==> config.mk <==
export PLATFORM = sky130hd
export DESIGN_NAME = rr_arbiter8
export DESIGN_NICKNAME = d
export VERILOG_FILES = /design/src/rtl/arb_pkg.sv /design/src/rtl/rr_pick8.sv /design/src/rtl/rr_arbiter8.sv
export SDC_FILE = /design/constraint.sdc
export NUM_CORES = 1
export LEC_CHECK = 0
export CAP_MARGIN = 5
export CORE_ASPECT_RATIO = 0.75
export CORE_UTILIZATION = 60
export CTS_CLUSTER_SIZE = 8
export DETAILED_ROUTE_END_ITERATION = 10
export PLACE_DENSITY = 0.81
export SYNTH_ARGS = -nofsm -noshare
export SYNTH_HDL_FRONTEND = slang
export SYNTH_HIERARCHICAL = 1
export SYNTH_SLANG_ARGS = --single-unit
==> constraint.sdc <==
create_clock -name clk -period 10.8 [get_ports clk]
set_clock_uncertainty 0.15 [all_clocks]
set_input_delay 3.24 -clock clk [delete_from_list [all_inputs] [get_ports clk]]
set_output_delay 3.24 -clock clk [all_outputs]
set_load 0.005 [all_outputs]
==> src/rtl/arb_pkg.sv <==
// Shared constants and state type for the 8-way round-robin arbiter.
package arb_pkg;

    localparam int N_REQ  = 8;
    localparam int IDX_W  = 3;
    localparam int HOLD_W = 8;

    typedef enum logic {
        IDLE,
        GRANT
    } arb_state_t;

endpackage

==> src/rtl/rr_pick8.sv <==
// Rotating-priority search over 8 requests starting at ptr, optionally
// skipping one index (used to force a hold-limit rotation).
module rr_pick8
    import arb_pkg::*;
(
    input  logic [N_REQ-1:0] req,
    input  logic [IDX_W-1:0] ptr,
    input  logic             excl_en,
    input  logic [IDX_W-1:0] excl_idx,
    output logic [IDX_W-1:0] pick_idx,
    output logic             pick_found
);

    logic [IDX_W-1:0] idx;

    always_comb begin
        pick_idx   = '0;
        pick_found = 1'b0;
        idx        = '0;
        for (int unsigned i = 0; i < N_REQ; i++) begin
            idx = ptr + IDX_W'(i);
            if (!pick_found && req[idx] && !(excl_en && idx == excl_idx)) begin
                pick_idx   = idx;
                pick_found = 1'b1;
            end
        end
    end

endmodule

==> src/rtl/rr_arbiter8.sv <==
// Round-robin arbiter for 8 requesters with registered one-hot grant and a
// hold-limit counter that forces rotation when others are waiting.
module rr_arbiter8
    import arb_pkg::*;
#(
    parameter int unsigned HOLD_MAX = 15
) (
    input  logic       clk,
    input  logic       rst,
    input  logic [7:0] req,
    output logic [7:0] gnt,
    output logic [2:0] gnt_idx,
    output logic       gnt_valid
);

    // HOLD_MAX == 0 means unlimited; the counter then just saturates at all-ones.
    localparam logic [HOLD_W-1:0] HOLD_LAST =
        (HOLD_MAX == 0) ? '1 : HOLD_W'(HOLD_MAX - 1);
    localparam bit HOLD_LIMITED = (HOLD_MAX != 0);

    arb_state_t        state;
    logic [IDX_W-1:0]  ptr;
    logic [HOLD_W-1:0] hold_cnt;
    logic [IDX_W-1:0]  pick_idx;
    logic              pick_found;
    logic              load;
    logic              drop;

    rr_pick8 u_pick (
        .req        (req),
        .ptr        (ptr),
        .excl_en    (state == GRANT),
        .excl_idx   (gnt_idx),
        .pick_idx   (pick_idx),
        .pick_found (pick_found)
    );

    // In GRANT the picker excludes the holder, so pick_found means "another request pending".
    always_comb begin
        load = 1'b0;
        drop = 1'b0;
        case (state)
            IDLE: load = pick_found;
            GRANT: begin
                if (!req[gnt_idx]) begin
                    load = pick_found;
                    drop = !pick_found;
                end else if (HOLD_LIMITED && hold_cnt == HOLD_LAST && pick_found) begin
                    load = 1'b1;
                end
            end
            default: ;
        endcase
    end

    always_ff @(posedge clk or posedge rst) begin
        if (rst) begin
            state     <= IDLE;
            ptr       <= '0;
            hold_cnt  <= '0;
            gnt       <= '0;
            gnt_idx   <= '0;
            gnt_valid <= 1'b0;
        end else if (load) begin
            state     <= GRANT;
            ptr       <= pick_idx + IDX_W'(1);
            hold_cnt  <= '0;
            gnt       <= N_REQ'(1) << pick_idx;
            gnt_idx   <= pick_idx;
            gnt_valid <= 1'b1;
        end else if (drop) begin
            state     <= IDLE;
            hold_cnt  <= '0;
            gnt       <= '0;
            gnt_valid <= 1'b0;
        end else if (state == GRANT && hold_cnt != HOLD_LAST) begin
            hold_cnt  <= hold_cnt + HOLD_W'(1);
        end
    end

endmodule
==> Word level (Yosys, flattened, before mapping) <==
Index checks and enable logic that the tools add are counted.
{ "totals": {"wordCells": 124, "output_inout_bits": 12, "regBits": 23} }
{ "op_classes": {"bitwise": 1, "add_sub_neg": 9, "n_reduce_logical": 43, "n_shift": 1, "n_mux": 46, "order_cmp": 9, "eq_ne": 10} }
{ "ops": {"columns": ["cell", "count"], "rows": [
  ["$mux W8", 5],
  ["$lt A3 B4 Y1 const B", 9],
  ["$bmux W1 S3", 9],
  ["$logic_and A1 B1 Y1", 25],
  ["$eq A3 B3 Y1", 8],
  ["$mux W3", 8],
  ["$mux W1", 23],
  ["$logic_not A1 Y1", 16],
  ["$add A3 B3 Y3 const B", 4],
  ["$add A8 B1 Y8 const B", 1],
  ["$eq A8 B4 Y1 const B", 1],
  ["$ne A8 B4 Y1 const B", 1],
  ["$shl A1 B3 Y8 const A", 1],
  ["$add A3 B1 Y3 const B", 2],
  ["$add A3 B2 Y3 const B", 2],
  ["$reduce_bool A3 Y1", 1],
  ["$pmux W1 S2", 1],
  ["$reduce_bool A2 Y1", 1],
  ["$not A1 Y1", 1]
]} }

==> Depth between registers and ports, before layout <==
{ "depth": {"ltp_word": 38, "mapped_depth": 15} }

==> Modules after synthesis <==
The synthesis kept the hierarchy.
{ "modules_own_cells": {"columns": ["module", "area_per_inst_um2", "n_inst", "cells_each"], "rows": [
  ["rr_arbiter8", 1171.1, 1, 92],
  ["rr_pick8", 954.7, 1, 115]
]} }

==> Least setup slack after synthesis <==
OpenSTA, ideal clock, no wires.
{ "synth_path": {"path_type": "input -> register", "from": "input port req[0]", "to": "register ptr[1]", "setup_time_ps": 125, "slack_ps": 4882, "arrival_ps": 5643, "cell_stages": 10, "required_ps": 10525, "path_cell_list": "mux4_2 > o31ai_1 > mux2_4 > or4b_4 > nor3_2 > nor2_1 > o21ai_1 > inv_1 > ha_1 > mux2_2"} }
{ "synth_lines": {"columns": ["item", "line", "text"], "rows": [
  ["start: declaration", "rr_arbiter8.sv:10", "input logic [7:0] req,"],
  ["$bmux W1 S3", "rr_pick8.sv:22", "if (!pick_found && req[idx] && !(excl_en && idx == excl_idx)) begin"],
  ["$mux W1 (implied by the code)", "rr_pick8.sv:22", null],
  ["$logic_and A1 B1 Y1", "rr_pick8.sv:22", null],
  ["$mux W1", "rr_pick8.sv:22", null],
  ["$logic_not A1 Y1", "rr_pick8.sv:22", null],
  ["$logic_and A1 B1 Y1 (2 in a row)", "rr_pick8.sv:22", null],
  ["$mux W1", "rr_pick8.sv:22", null],
  ["$logic_not A1 Y1", "rr_pick8.sv:22", null],
  ["[15 not listed]", null, null],
  ["$logic_not A1 Y1", "rr_pick8.sv:22", null],
  ["$logic_and A1 B1 Y1 (2 in a row)", "rr_pick8.sv:22", null],
  ["$mux W1", "rr_pick8.sv:22", null],
  ["$logic_not A1 Y1", "rr_pick8.sv:22", null],
  ["$logic_and A1 B1 Y1 (2 in a row)", "rr_pick8.sv:22", null],
  ["$mux W3 *", "rr_pick8.sv:22", null],
  ["named net pick_idx[0]", "rr_arbiter8.sv:24", "logic [IDX_W-1:0] pick_idx;"],
  ["$add A3 B1 Y3 *", "rr_arbiter8.sv:66", "ptr <= pick_idx + IDX_W'(1);"],
  ["end signal: assignment", "rr_arbiter8.sv:66", null],
  ["end: declaration", "rr_arbiter8.sv:22", "logic [IDX_W-1:0] ptr;"]
]} }
Mark *: on every way through the listed nets, which the timed path passes. The rest lies on a longest branch. The select of a mux whose other input is x is not followed.
A chain may end at the register's enable or synchronous reset.

==> Final worst setup path <==
{ "layout_path": {"from": "input port req[2]", "to": "register ptr[1]"} }
Same word-level chain as after synthesis.

==> key figures <==
Run status
  – Status: finished with violations
  – Failing checks: DRC

Critical path
  – WP buf/inv: 2
  – Largest stage delay on the critical path: 0.60 ns
  – CP required: roughly 11 ns
  – Crit path kind: input pin to register
  – Crit-path slowest cell: a2111oi_0
  – Worst Setup SP: req[2]
  – Max FO, Critical Path: 6
  – CP Depth: 11
  – Arr. time, crit path: 6.63 ns
  – CP Capture Type: register
  – R2R Path Start: ptr[1]$_DFFE_PP0P_
  – R2R depth: 12
  – CP delay by family, top: simple AND/OR/NAND/NOR gates
  – Reg-to-reg endpoint: ptr[1]$_DFFE_PP0P_
  – R2R Setup Slk: 6.04 ns
  – Critical Path, Cell by Cell: clkdlybuf4s50_1 -> nor2b_1 -> a2111oi_0 -> nor4_2 -> or4b_4 -> nor3_2 -> nor2_1 -> o21ai_1 -> inv_1 -> ha_1 -> mux2_2
  – Startpoint Class: input pin
  – Critical path endpoint: ptr[1]$_DFFE_PP0P_

Logic synthesis
  – Post-synth EDFFs: 0
  – Asr flop ratio synth: 1.000
  – Synth cell types: 60
  – Most used DFF post-synth: dfrtp_1
  – Area share of the largest cell type after synthesis: 0.2707
  – Cell area after synthesis: approximately 0.0021 mm2
  – Syn_nets: ~230
  – Post-synth top area cell: dfrtp_1
  – Number of synthesis warnings: 6
  – Sequential area share after synthesis: 0.2707
  – Post-Syn Area per Cell: between 10 and 15 um2
  – Area contributors post-synth: dfrtp_1, mux4_2, ha_1, mux2_2, xor2_1
  – FF+latch count, synth: 23
  – Cell count after synthesis: roughly 210

Detailed routing
  – Post-DR wirelength/cell: approximately 19 um
  – WL final: ~4.9 mm
  – M1 WL: between 2 and 2.5 mm
  – Routed vias/inst: approximately 6.8
  – Met2 Wirelength: 2.300 mm
  – Iteration-0 DRC count of the detailed router: roughly 180
  – Metal3 WL: 336 um
  – Via count: around 1800
  – DRT antenna net count: 0
  – Drt pass-1 iters: 7
  – Remaining DRCs: 6
  – Highest Signal Layer: met4

Placed design
  – DP Wirelength: between 3 and 4 mm
  – Routability Congestion: 0.8659
  – Pre-CTS setup slack: 3.973 ns
  – PortBufs: 21

Clock network
  – CTS sink count: 23
  – Clock transition at the registers of the reported paths: 0.08 ns
  – Post-cts resize count: 0
  – H-tree levels: 1
  – Worst skew pair latency: between 0.2 and 0.3 ns
  – Post-CTS Hold Buffers: 0
  – Root buffer cell: clkbuf_8
  – # Post-CTS Setup Buffers: 0
  – CTS tree: built
  – TritonCTS buffer count: 3
  – Maximum clock insertion buffer count: 2

STA
  – Crit path time final: approximately 6.6 ns
  – Peak Freq: 0.1510 GHz
  – Max-slew headroom: 0.4172
  – Final worst path period share: 0.6132
  – Final worst setup slack: between 4 and 5 ns
  – Final setup fails: 0
  – Hold slack: ~0.35 ns
  – Fin. max-slew vios: 0
  – Hold Violations, Final: 0
  – Final TNS setup: 0 ns
  – Worst Tran Pin Value: 0.8629 ns
  – RSZ-0062 raised after global routing: no

Floorplan
  – Row count: 18
  – DIE AREA: around 0.0038 mm2
  – Core footprint: between 0.003 and 0.004 mm2
  – I/O pin total: 22
  – Initial Util: 0.6378
  – Die height: about 54 um
  – Die Wd: 70.73 um

Layout
  – Antenna cells: 0
  – Layout Nets: 244
  – Most frequent cells in the layout: dfrtp_1, clkdlybuf4s50_1, inv_1, nor2_1
  – FILL cells: roughly 240
  – Layout cells sized above 1: 0.1435
  – Final core occ: 0.7095
  – Most common cell after layout, fill and taps aside: dfrtp_1
  – Area grow syn2layout: 11.24%

Global routing
  – Vias in the first global route: ~1700
  – Tot GR Track Use: 0.2701
  – Congestion Overflow GR: 0
  – Initial antenna violation count: 0
  – Largest net degree at the start of global routing: 24
  – First-pass GRT wire length: 7.866 mm

Job
  – Number of max-cap violations: 0

Min path
  – HP Class: register to register
how the worst min path moves through the flow:
stage | startpoint | to | slack [ns] | cells after the start
5_1_grt | gnt[6]$_DFFE_PP0P_ | gnt[6]$_DFFE_PP0P_ | 0.37 | 1
3_3_place_gp | gnt[1]$_DFFE_PP0P_ | gnt[1]$_DFFE_PP0P_ | 0.34 | 1
6_report | gnt[6]$_DFFE_PP0P_ | gnt[6]$_DFFE_PP0P_ | 0.35 | 1
3_5_place_dp | gnt[6]$_DFFE_PP0P_ | gnt[6]$_DFFE_PP0P_ | 0.33 | 1
2_1_floorplan | gnt[0]$_DFFE_PP0P_ | gnt[0]$_DFFE_PP0P_ | 0.34 | 1
4_1_cts | gnt[6]$_DFFE_PP0P_ | gnt[6]$_DFFE_PP0P_ | 0.35 | 1
state kept, by name, summed over array words and instances (netlist names):
register and flops:
hold_cnt 8, ptr 3, gnt_idx 3, state 1
gnt 8
cell type report:
type | instances | area, um2 | area share
multi-input combinational | 161 | 1431 | 0.6053
inverter | 14 | 52.55 | 0.02222
clock buffer | 4 | 45.04 | 0.01905
sequential | 23 | 575.6 | 0.2434
tap | 40 | 50.05 | 0.02116
timing repair buffer | 21 | 210.2 | 0.08889
through the flow:
step | cells | instance area, um2
3_5_place_dp | 259 | 2320
4_1_cts | 263 | 2365
6_report | 263 | 2365
3_3_place_gp | 259 | 2320
5_1_grt | 263 | 2365
2_1_floorplan | 207 | 2126
synth_stat cells, types with 3 or more instances:
cell / n
xor2_1: 10
o21ai_1: 5
mux4_2: 8
nand4_1: 5
o21ai_0: 5
buf_6: 4
nor4_1: 3
nand2_1: 9
a21oi_1: 6
dfrtp_1: 23
nor2_1: 14
mux2_2: 9
inv_1: 14
o211ai_1: 4
ha_1: 10
o31ai_1: 4
a32o_1: 6
xnor2_1: 4
nand2b_1: 3
nand3_1: 8
kinds of logic (layout without fill, tap and decap cells):
group,Yosys count,in the layout,share of synthesized area
buffers and inverters,23,39,0.05591
adder cells (fa/ha/maj),10,10,0.05886
AO/OA/AOI/OAI,57,57,0.2131
multiplexers,23,23,0.1807
XOR/XNOR,16,16,0.07651
flip-flops,23,23,0.2707
AND/OR/NAND/NOR,55,55,0.1442
metal layers:
layer,vias to the layer above,global-route usage
li1,830,-
met3,2,0.05805
met4,0,0.06333
met1,889,0.3852
met5,-,0
met2,68,0.4279
worst reg2reg max path: cells and delay by family, from the launching register on:
family	cells	cell delay (ns)
xor+xnor	1	0.19
fa+ha+maj	2	0.93
buf+inv	2	0.34
flops	1	0.90
compound gates	3	0.96
simple gates	3	0.93
mux	1	0.26
Power is not shown: default switching activity piles up to over one toggle a cycle in this logic, so the estimate is an artifact.
